--- src/rtl/fetch_stage.sv ---
`default_nettype none
// ============================================================================
// Module   : fetch_stage
// Purpose  : Instruction-fetch stage. Owns the program counter, presents it
//            to the instruction cache, captures the same-cycle instruction and
//            buffers {pc, instr, pred} in a small FIFO toward decode with a
//            valid/ready handshake. Redirects from EX flush the queue and
//            restart fetch at the new target.
// Options  : `define FETCH_BTFN_PRED_EN enables a static backward-taken /
//            forward-not-taken predictor for B-type branches. Without it,
//            fetch is strictly sequential and if_pred_taken_o is tied low.
// Ports    : clk_i            clock, all state on the rising edge
//            rst_i            synchronous active-high reset
//            pc_o             fetch address to the instruction cache
//            instr_i          instruction for pc_o, same cycle
//            redirect_i       flush queue and restart fetch at redirect_pc_i
//            redirect_pc_i    redirect target, bits [1:0] ignored
//            if_valid_o       queue head valid
//            if_ready_i       decode accepts the head this cycle
//            if_pc_o          PC of the head entry
//            if_instr_o       instruction of the head entry
//            if_pred_taken_o  head entry was predicted taken
// Revision : 1.0 - initial release
// ============================================================================
module fetch_stage #(
  parameter logic [31:0] RESET_PC = 32'h0000_0000,
  parameter int unsigned QDEPTH   = 2   // power of two, >= 2
) (
  input  logic        clk_i,
  input  logic        rst_i,
  output logic [31:0] pc_o,
  input  logic [31:0] instr_i,
  input  logic        redirect_i,
  input  logic [31:0] redirect_pc_i,
  output logic        if_valid_o,
  input  logic        if_ready_i,
  output logic [31:0] if_pc_o,
  output logic [31:0] if_instr_o,
  output logic        if_pred_taken_o
);

  localparam int unsigned PTR_W = $clog2(QDEPTH);
  localparam int unsigned CNT_W = PTR_W + 1;
  localparam logic [CNT_W-1:0] FULL_CNT  = CNT_W'(QDEPTH);
  localparam logic [CNT_W-1:0] CNT_ONE   = CNT_W'(1);
  localparam logic [PTR_W-1:0] PTR_ONE   = PTR_W'(1);
  localparam logic [31:0]      INSTR_LEN = 32'd4;

  // --------------------------------------------------------------------------
  // Architectural state
  // --------------------------------------------------------------------------
  logic [31:0]      pc_q,     pc_d;
  logic [PTR_W-1:0] rd_ptr_q, rd_ptr_d;
  logic [PTR_W-1:0] wr_ptr_q, wr_ptr_d;
  logic [CNT_W-1:0] count_q,  count_d;

  // Queue storage is deliberately not reset: entries are only observable
  // once count marks them valid.
  logic [31:0] mem_pc_q    [QDEPTH];
  logic [31:0] mem_instr_q [QDEPTH];

  // --------------------------------------------------------------------------
  // Handshake / occupancy
  // --------------------------------------------------------------------------
  logic        q_empty;
  logic        q_full;
  logic        fetch_fire;
  logic        pop;
  logic [31:0] seq_pc;
  logic [31:0] next_pc;
  logic        pred_taken;

  assign q_empty = (count_q == '0);
  assign q_full  = (count_q == FULL_CNT);

  // No pass-through while full: a pop in the same cycle frees a slot that
  // only becomes fetchable on the following cycle. Reset and redirect both
  // suppress the push.
  assign fetch_fire = !q_full && !redirect_i && !rst_i;
  assign pop        = !q_empty && if_ready_i;

  // Sequential successor, wraps naturally at 32 bits.
  assign seq_pc = pc_q + INSTR_LEN;

  // The low two bits of the redirect target are always forced to zero.
  logic unused_redirect_lsbs;
  assign unused_redirect_lsbs = ^redirect_pc_i[1:0];

  // --------------------------------------------------------------------------
  // Next-PC selection
  // --------------------------------------------------------------------------
`ifdef FETCH_BTFN_PRED_EN
  logic        is_bwd_branch;
  logic [31:0] br_offset;
  logic        mem_pred_q [QDEPTH];

  always_comb begin
    // B-type with a negative offset (sign bit = instr[31]) is predicted
    // taken; everything else falls through. EX owns recovery.
    is_bwd_branch = (instr_i[6:0] == 7'b1100011) && instr_i[31];
    br_offset     = {{20{instr_i[31]}}, instr_i[7], instr_i[30:25],
                     instr_i[11:8], 1'b0};
    pred_taken    = is_bwd_branch;
    next_pc       = is_bwd_branch ? (pc_q + br_offset) : seq_pc;
  end

  always_ff @(posedge clk_i) begin
    if (fetch_fire) begin
      mem_pred_q[wr_ptr_q] <= pred_taken;
    end
  end

  assign if_pred_taken_o = mem_pred_q[rd_ptr_q];
`else
  assign pred_taken      = 1'b0;
  assign next_pc         = seq_pc;
  assign if_pred_taken_o = pred_taken;
`endif

  // --------------------------------------------------------------------------
  // Next-state logic for PC, pointers and occupancy
  // --------------------------------------------------------------------------
  always_comb begin
    pc_d     = pc_q;
    rd_ptr_d = rd_ptr_q;
    wr_ptr_d = wr_ptr_q;
    count_d  = count_q;

    if (redirect_i) begin
      // Flush: whatever decode takes this cycle is irrelevant, the queue
      // restarts empty and fetch resumes at the aligned target.
      pc_d     = {redirect_pc_i[31:2], 2'b00};
      rd_ptr_d = '0;
      wr_ptr_d = '0;
      count_d  = '0;
    end else begin
      if (fetch_fire) begin
        pc_d     = next_pc;
        wr_ptr_d = wr_ptr_q + PTR_ONE;
      end
      if (pop) begin
        rd_ptr_d = rd_ptr_q + PTR_ONE;
      end
      unique case ({fetch_fire, pop})
        2'b10:   count_d = count_q + CNT_ONE;
        2'b01:   count_d = count_q - CNT_ONE;
        default: count_d = count_q;
      endcase
    end
  end

  always_ff @(posedge clk_i) begin
    if (rst_i) begin
      pc_q     <= RESET_PC;
      rd_ptr_q <= '0;
      wr_ptr_q <= '0;
      count_q  <= '0;
    end else begin
      pc_q     <= pc_d;
      rd_ptr_q <= rd_ptr_d;
      wr_ptr_q <= wr_ptr_d;
      count_q  <= count_d;
    end
  end

  // --------------------------------------------------------------------------
  // Queue storage write: capture the address and the instruction the cache
  // returned for it in the same cycle.
  // --------------------------------------------------------------------------
  always_ff @(posedge clk_i) begin
    if (fetch_fire) begin
      mem_pc_q[wr_ptr_q]    <= pc_q;
      mem_instr_q[wr_ptr_q] <= instr_i;
    end
  end

  // --------------------------------------------------------------------------
  // Outputs
  // --------------------------------------------------------------------------
  assign pc_o       = pc_q;
  assign if_valid_o = !q_empty;
  assign if_pc_o    = mem_pc_q[rd_ptr_q];
  assign if_instr_o = mem_instr_q[rd_ptr_q];

endmodule
`default_nettype wire

--- config.mk ---
export PLATFORM = sky130hd
export DESIGN_NAME = fetch_stage
export DESIGN_NICKNAME = d
export VERILOG_FILES = /design/src/rtl/fetch_stage.sv
export SDC_FILE = /design/constraint.sdc
export NUM_CORES = 1
export LEC_CHECK = 0
export ABC_AREA = 1
export CORE_MARGIN = 5
export CORE_UTILIZATION = 55
export DETAILED_ROUTE_END_ITERATION = 8
export DONT_BUFFER_PORTS = 1
export PLACE_DENSITY = 0.7
export SLEW_MARGIN = 30
export SYNTH_ARGS = -nofsm -noshare
export SYNTH_HDL_FRONTEND = slang
export SYNTH_SLANG_ARGS = --single-unit
--- constraint.sdc ---
create_clock -name clk_i -period 16.3 [get_ports clk_i]
set_input_delay 4.89 -clock clk_i [delete_from_list [all_inputs] [get_ports clk_i]]
set_output_delay 4.89 -clock clk_i [all_outputs]
set_load 0.02 [all_outputs]
==> flow_summary.json, run 1 <==
{
  "yosysUniqueCellTypes": 36,
  "hold_buffers": 0,
  "clock_latency_ps": 420,
  "synth_seq_cells": 159,
  "num_vias": 4452,
  "final_common_cell": "edfxtp_1",
  "p_int_mw": 0.705,
  "p_comb_frac": 0.060,
  "grtUsageMet2": 0.328,
  "place_area_um2": 7020,
  "min_path_type": "reg2reg",
  "netlist_instances": 599,
  "grt_antenna_before_repair": 1,
  "syn_area_um2": 6920,
  "grt_pass1_wl_mm": 23.0,
  "busiest_layer": "met2",
  "synth-edff-count": 124,
  "worstSetupPathType": "reg2out",
  "cts-root-buf": "clkbuf_16",
  "synth_warnings": 0,
  "final_area_um2": 7620,
  "post-place-ws_ps": 9800,
  "final_nets": 670,
  "first_global_vias": 4427,
  "portBuffers": 0,
  "wire_per_inst_um": 19.3,
  "worst_pin_slew_ps": 822,
  "htree_levels": 4,
  "fin_worst_skew_ps": 8.38,
  "power_mw": 0.919,
  "switching_share": 0.233,
  "status": "completed",
  "yosysSeqAreaShare": 0.640,
  "final_cell_mix": "edfxtp_1, nand2_1, nor2_1, mux2_2, dfxtp_1",
  "grt_use_met3": 0.0836,
  "p_leak_nw": 2.52,
  "yosys-top-cells-area": "edfxtp_1, dfxtp_1, mux2_2",
  "ctsResizeCount": 0,
  "post-route-util": 0.611,
  "cp-start-kind": "register",
  "synth_area_per_cell_um2": 11.5,
  "switchingPower_mw": 0.214,
  "max-cap-violations": 0,
  "arrival_ps": 1900,
  "grt_use_total": 0.205,
  "antenna_cells": 0,
  "drive_gt1_frac": 0.207,
  "place.detailed.hpwl_mm": 10.1,
  "ioPinCount": 166,
  "post-cts-setup-buffer-count": 0,
  "cp_max_fo": 62,
  "p_seq_frac": 0.518,
  "finalHoldViolCount": 0,
  "cts.path.max_buffers": 2,
  "worstPathRequired_ps": 11410,
  "rsz0062_at_grt": "false",
  "die_area_um2": 14900,
  "min_period_ps": 6790,
  "max_slew_margin": 0.452,
  "cts_sinks": 159,
  "viasPerCell": 5.67,
  "timing.final.crit_share": 0.417,
  "dieHeight_um": 122,
  "cts_tree": "done",
  "cp-end-kind": "primary output",
  "synth_ff_type": "edfxtp_1",
  "clk_pin_slew_ps": 60,
  "num_rows": 41,
  "power_density_nw_per_um2": 121,
  "clkPwrFrac": 0.422,
  "drt_iter0_markers": 448,
  "yosys.area.top_type": "edfxtp_1",
  "setup_ws_ps": 9510,
  "met1_usage": 0.235,
  "yosys.area.top_type_share": 0.538,
  "synthArstFlopShare": 0,
  "first_pass_iters": 7,
  "syn_to_final_growth_pct": 10.1,
  "max_freq_mhz": 147,
  "route.detailed.drc": 0,
  "start_util": 0.555,
  "core_um2": 12500,
  "die_w_um": 122,
  "antenna_left": 0,
  "grt_max_degree": 63,
  "gp_congestion": 0.858,
  "wl_mm": 15.1,
  "setup_viol": 0,
  "final.setup.tns_ps": 0,
  "drv_slew": 0,
  "cts_buffers": 17,
  "grt_remaining_overflow": 0,
  "ir_drop_uv": 72.4
}
[through the flow]
stage,std cells,hold WS [ps]
floorplan,603,425
global placement,753,430
detailed placement,753,462
CTS,785,469
global route,785,476
finish,785,466
[metal layers]
layer / wire (um) / part of all wire
met1: 5670 / 0.37
met3: 1690 / 0.11
met4: 479 / 0.032
met2: 7290 / 0.48
met5: 7 / 0.00046
[logic make-up after synthesis]
logic type,synth area share
and+or+nand+nor,0.153
DFF,0.640
AOI/OAI and AO/OA,0.0584
muxes,0.101
buffers and inverters,0.0443
adders and majority gates,0.00362
other,0.000542
[worst paths after layout]
| kind | start | endpoint | slack [ps] | depth (start not counted) |
|---|---|---|---|---|
| worst min register to register | rd_ptr_q$_SDFFE_PP0P_ | register | 470 | 1 |
| worst max register to register | pc_o[2]$_SDFFE_PP0P_ | pc_o[20]$_SDFFE_PP0P_ | 14320 | 10 |
| worst max-delay path | register | if_instr_o[29] | 9510 | 2 |
| worst min-delay path | rd_ptr_q$_SDFFE_PP0P_ | register | 470 | 1 |
[state kept, by name, indices dropped and copies added, names as in the netlist, named ones only]
register and flops:
rd_ptr_q 1, wr_ptr_q 1, count_q 2, pc_o 30
mem_pc_q 60, mem_instr_q 64
[layout make-up]
class,count,area [um^2]
clock buffer,19,453
clock inverter,13,140
fill,967,4850
inverter,34,128
multi-input combinational,383,2220
sequential,159,4430
tap,172,215
timing repair buffer,5,37.5
[critical path, stage by stage, from the launching register on]
cell and delay, ps:
dfxtp_2 320, buf_4 650, mux2_2 480
[cell usage after synthesis, drive strengths merged, types with 2 or more instances]
cell type and count:
mux2 62, nand2 125, o21a 2, nor3 3, ha 2, a211oi 6, buf 23, nand3 31
dfxtp 35, nor2 80, inv 33, a21oi 32, or2 5, a22oi 2, edfxtp 124, o21ai 10
clkbuf 4, o211ai 2, and2 2, nand4 2, o22ai 5, a221oi 2
[power by group through the flow]
stage / registers (mW) / clock network (mW) / logic (mW)
detailed placement: 0.485 / 0 / 0.0553
finish: 0.476 / 0.387 / 0.0554
CTS: 0.476 / 0.395 / 0.0558
global route: 0.478 / 0.413 / 0.0607
floorplan: 0.479 / 0 / 0.0501
global placement: 0.483 / 0 / 0.0541
Note: power is estimated with default switching activity, not from simulation.
==> inputs of run 2 (changes only) <==
Clock period 16.3 ns to 7 ns, I/O delays scaled along.
==> run 2 against run 1 <==
Effect of this change:
- worst setup slack got worse by 6900 ps
- non-clock buffer count is the same
- register-to-register slack got worse by 9300 ps
- largest cell class unchanged
- hold slack got worse by 8.0 ps
- final cell count increased by 0.25%
- count of clock-buffer cells in the layout decreased by 1
- via count decreased by 0.99%
- first-iteration DRC count grew 15%
- clock power grew to 2.6 times the previous value
- sequential power increased by 130%
==> flow_summary.json, run 2 (synthesis gave the netlist of run 1 again) <==
{
  "status": "completed",
  "final_cell_mix": "edfxtp_1, nand2_1, nor2_1, mux2_2, dfxtp_1",
  "grt_max_degree": 63,
  "hold_depth": 1,
  "post-cts-setup-buffer-count": 0,
  "syn_to_final_growth_pct": 11.0,
  "drt_iter0_markers": 517,
  "dieHeight_um": 122,
  "ir_drop_uv": 136,
  "drive_gt1_frac": 0.207,
  "num_vias": 4408,
  "max_slew_margin": 0.418,
  "cts-root-buf": "clkbuf_16",
  "p_leak_nw": 2.56,
  "largest_reg_flops": 64,
  "grtUsageMet2": 0.334,
  "grt_antenna_before_repair": 3,
  "grt_pass1_wl_mm": 22.7,
  "die_area_um2": 14900,
  "first_global_vias": 4382,
  "max_flop_register": "mem_instr_q",
  "portBuffers": 0,
  "core_um2": 12500,
  "grt_remaining_overflow": 0,
  "arrival_ps": 2280,
  "finalHoldViolCount": 0,
  "cts_tree": "done",
  "antenna_left": 0,
  "min_path_type": "reg2reg",
  "wire_per_inst_um": 19.1,
  "met1_usage": 0.236,
  "ctsResizeCount": 0,
  "wl_mm": 15.1,
  "hold_slack_ps": 458,
  "max_freq_mhz": 228,
  "place.detailed.hpwl_mm": 10.1,
  "worstPathRequired_ps": 4900,
  "first_pass_iters": 5,
  "worstSetupPathType": "reg2out",
  "num_rows": 41,
  "grt_use_total": 0.201,
  "busiest_layer": "met2",
  "r2r_start": "pc_o[2]$_SDFFE_PP0P_",
  "htree_levels": 4,
  "cts.path.max_buffers": 2,
  "ioPinCount": 166,
  "max-cap-violations": 0,
  "cp_max_fo": 34,
  "final.setup.tns_ps": 0,
  "cp-end-kind": "primary output",
  "gp_congestion": 0.866,
  "cp-start-kind": "register",
  "reg2reg_depth": 10,
  "r2r_setup_slack_ps": 4990,
  "route.detailed.drc": 0,
  "drv_slew": 0,
  "final_common_cell": "edfxtp_1",
  "grt_use_met3": 0.0887,
  "cts_sinks": 159,
  "hold_buffers": 0,
  "clk_pin_slew_ps": 60,
  "timing.final.crit_share": 0.626,
  "worst_pin_slew_ps": 873,
  "clock_latency_ps": 420,
  "r2r_end": "pc_o[20]$_SDFFE_PP0P_",
  "power_density_nw_per_um2": 292,
  "final_nets": 670,
  "die_w_um": 122,
  "min_period_ps": 4380,
  "start_util": 0.555,
  "min_from": "rd_ptr_q$_SDFFE_PP0P_",
  "fin_worst_skew_ps": 7.00,
  "setup_viol": 0,
  "viasPerCell": 5.60,
  "cts_buffers": 17,
  "rsz0062_at_grt": "false"
}
-- run 2: cell types whose count changed in the layout (fill, tap and decap cells not counted) --
| cell | previous run | this run |
|---|---|---|
| bufinv_16 | 2 | 5 |
| clkbuf_8 | 2 | 1 |
| clkinv_2 | 2 | 3 |
| clkinv_4 | 2 | 0 |
| clkinvlp_4 | 7 | 4 |
| diode_2 | 0 | 2 |
| inv_6 | 0 | 2 |
-- run 2: area by class of cell --
type | count | area [um^2]
antenna | 2 | 5.00
clock buffer | 18 | 439
clock inverter | 14 | 213
fill | 956 | 4790
inverter | 34 | 128
multi-input combinational | 383 | 2220
sequential | 159 | 4430
tap | 172 | 215
timing repair buffer | 5 | 37.5
-- run 2: report_power, final --
| part | switching, mW | total (mW) | internal (mW) | leakage (nW) |
|---|---|---|---|---|
| registers | 0.0508 | 1.11 | 1.06 | 1.43 |
| clock network | 0.361 | 1.00 | 0.642 | 0.309 |
| logic | 0.0866 | 0.128 | 0.0410 | 0.814 |
-- run 2: critical path: stages, from the launching register on --
cell and delay [ps]:
dfxtp_2 900, buf_4 480, mux2_2 450
-- run 2: metrics by stage --
stage               power, mW  setup WS [ps]  utilization  cell area, um^2  std cells
finish                   2.24           2620        0.616             7680        787
CTS                      2.25           2550        0.616             7670        785
global route             2.31           2510        0.616             7680        787
detailed placement       1.26           3010        0.563             7020        753
floorplan                1.23           1280            -             6930        603
global placement         1.25           3030        0.563             7020        753
-- run 2: worst max-delay path by stage --
stage / startpoint / endpoint / slack [ps]
after floorplan: rst_i / mem_instr_q[0][0]$_DFFE_PP_ / 1280
after CTS: register / if_instr_o[29] / 2550
after global routing: register / if_instr_o[29] / 2510
final: register / if_instr_o[29] / 2620
after detailed placement: register / if_instr_o[29] / 3010
after global placement: register / if_instr_o[29] / 3030
-- run 2: per-layer routing --
metal,vias up,share of wire
li1,2081,-
met1,2110,0.38
met2,194,0.49
met3,21,0.11
met4,2,0.019
met5,-,0.00073
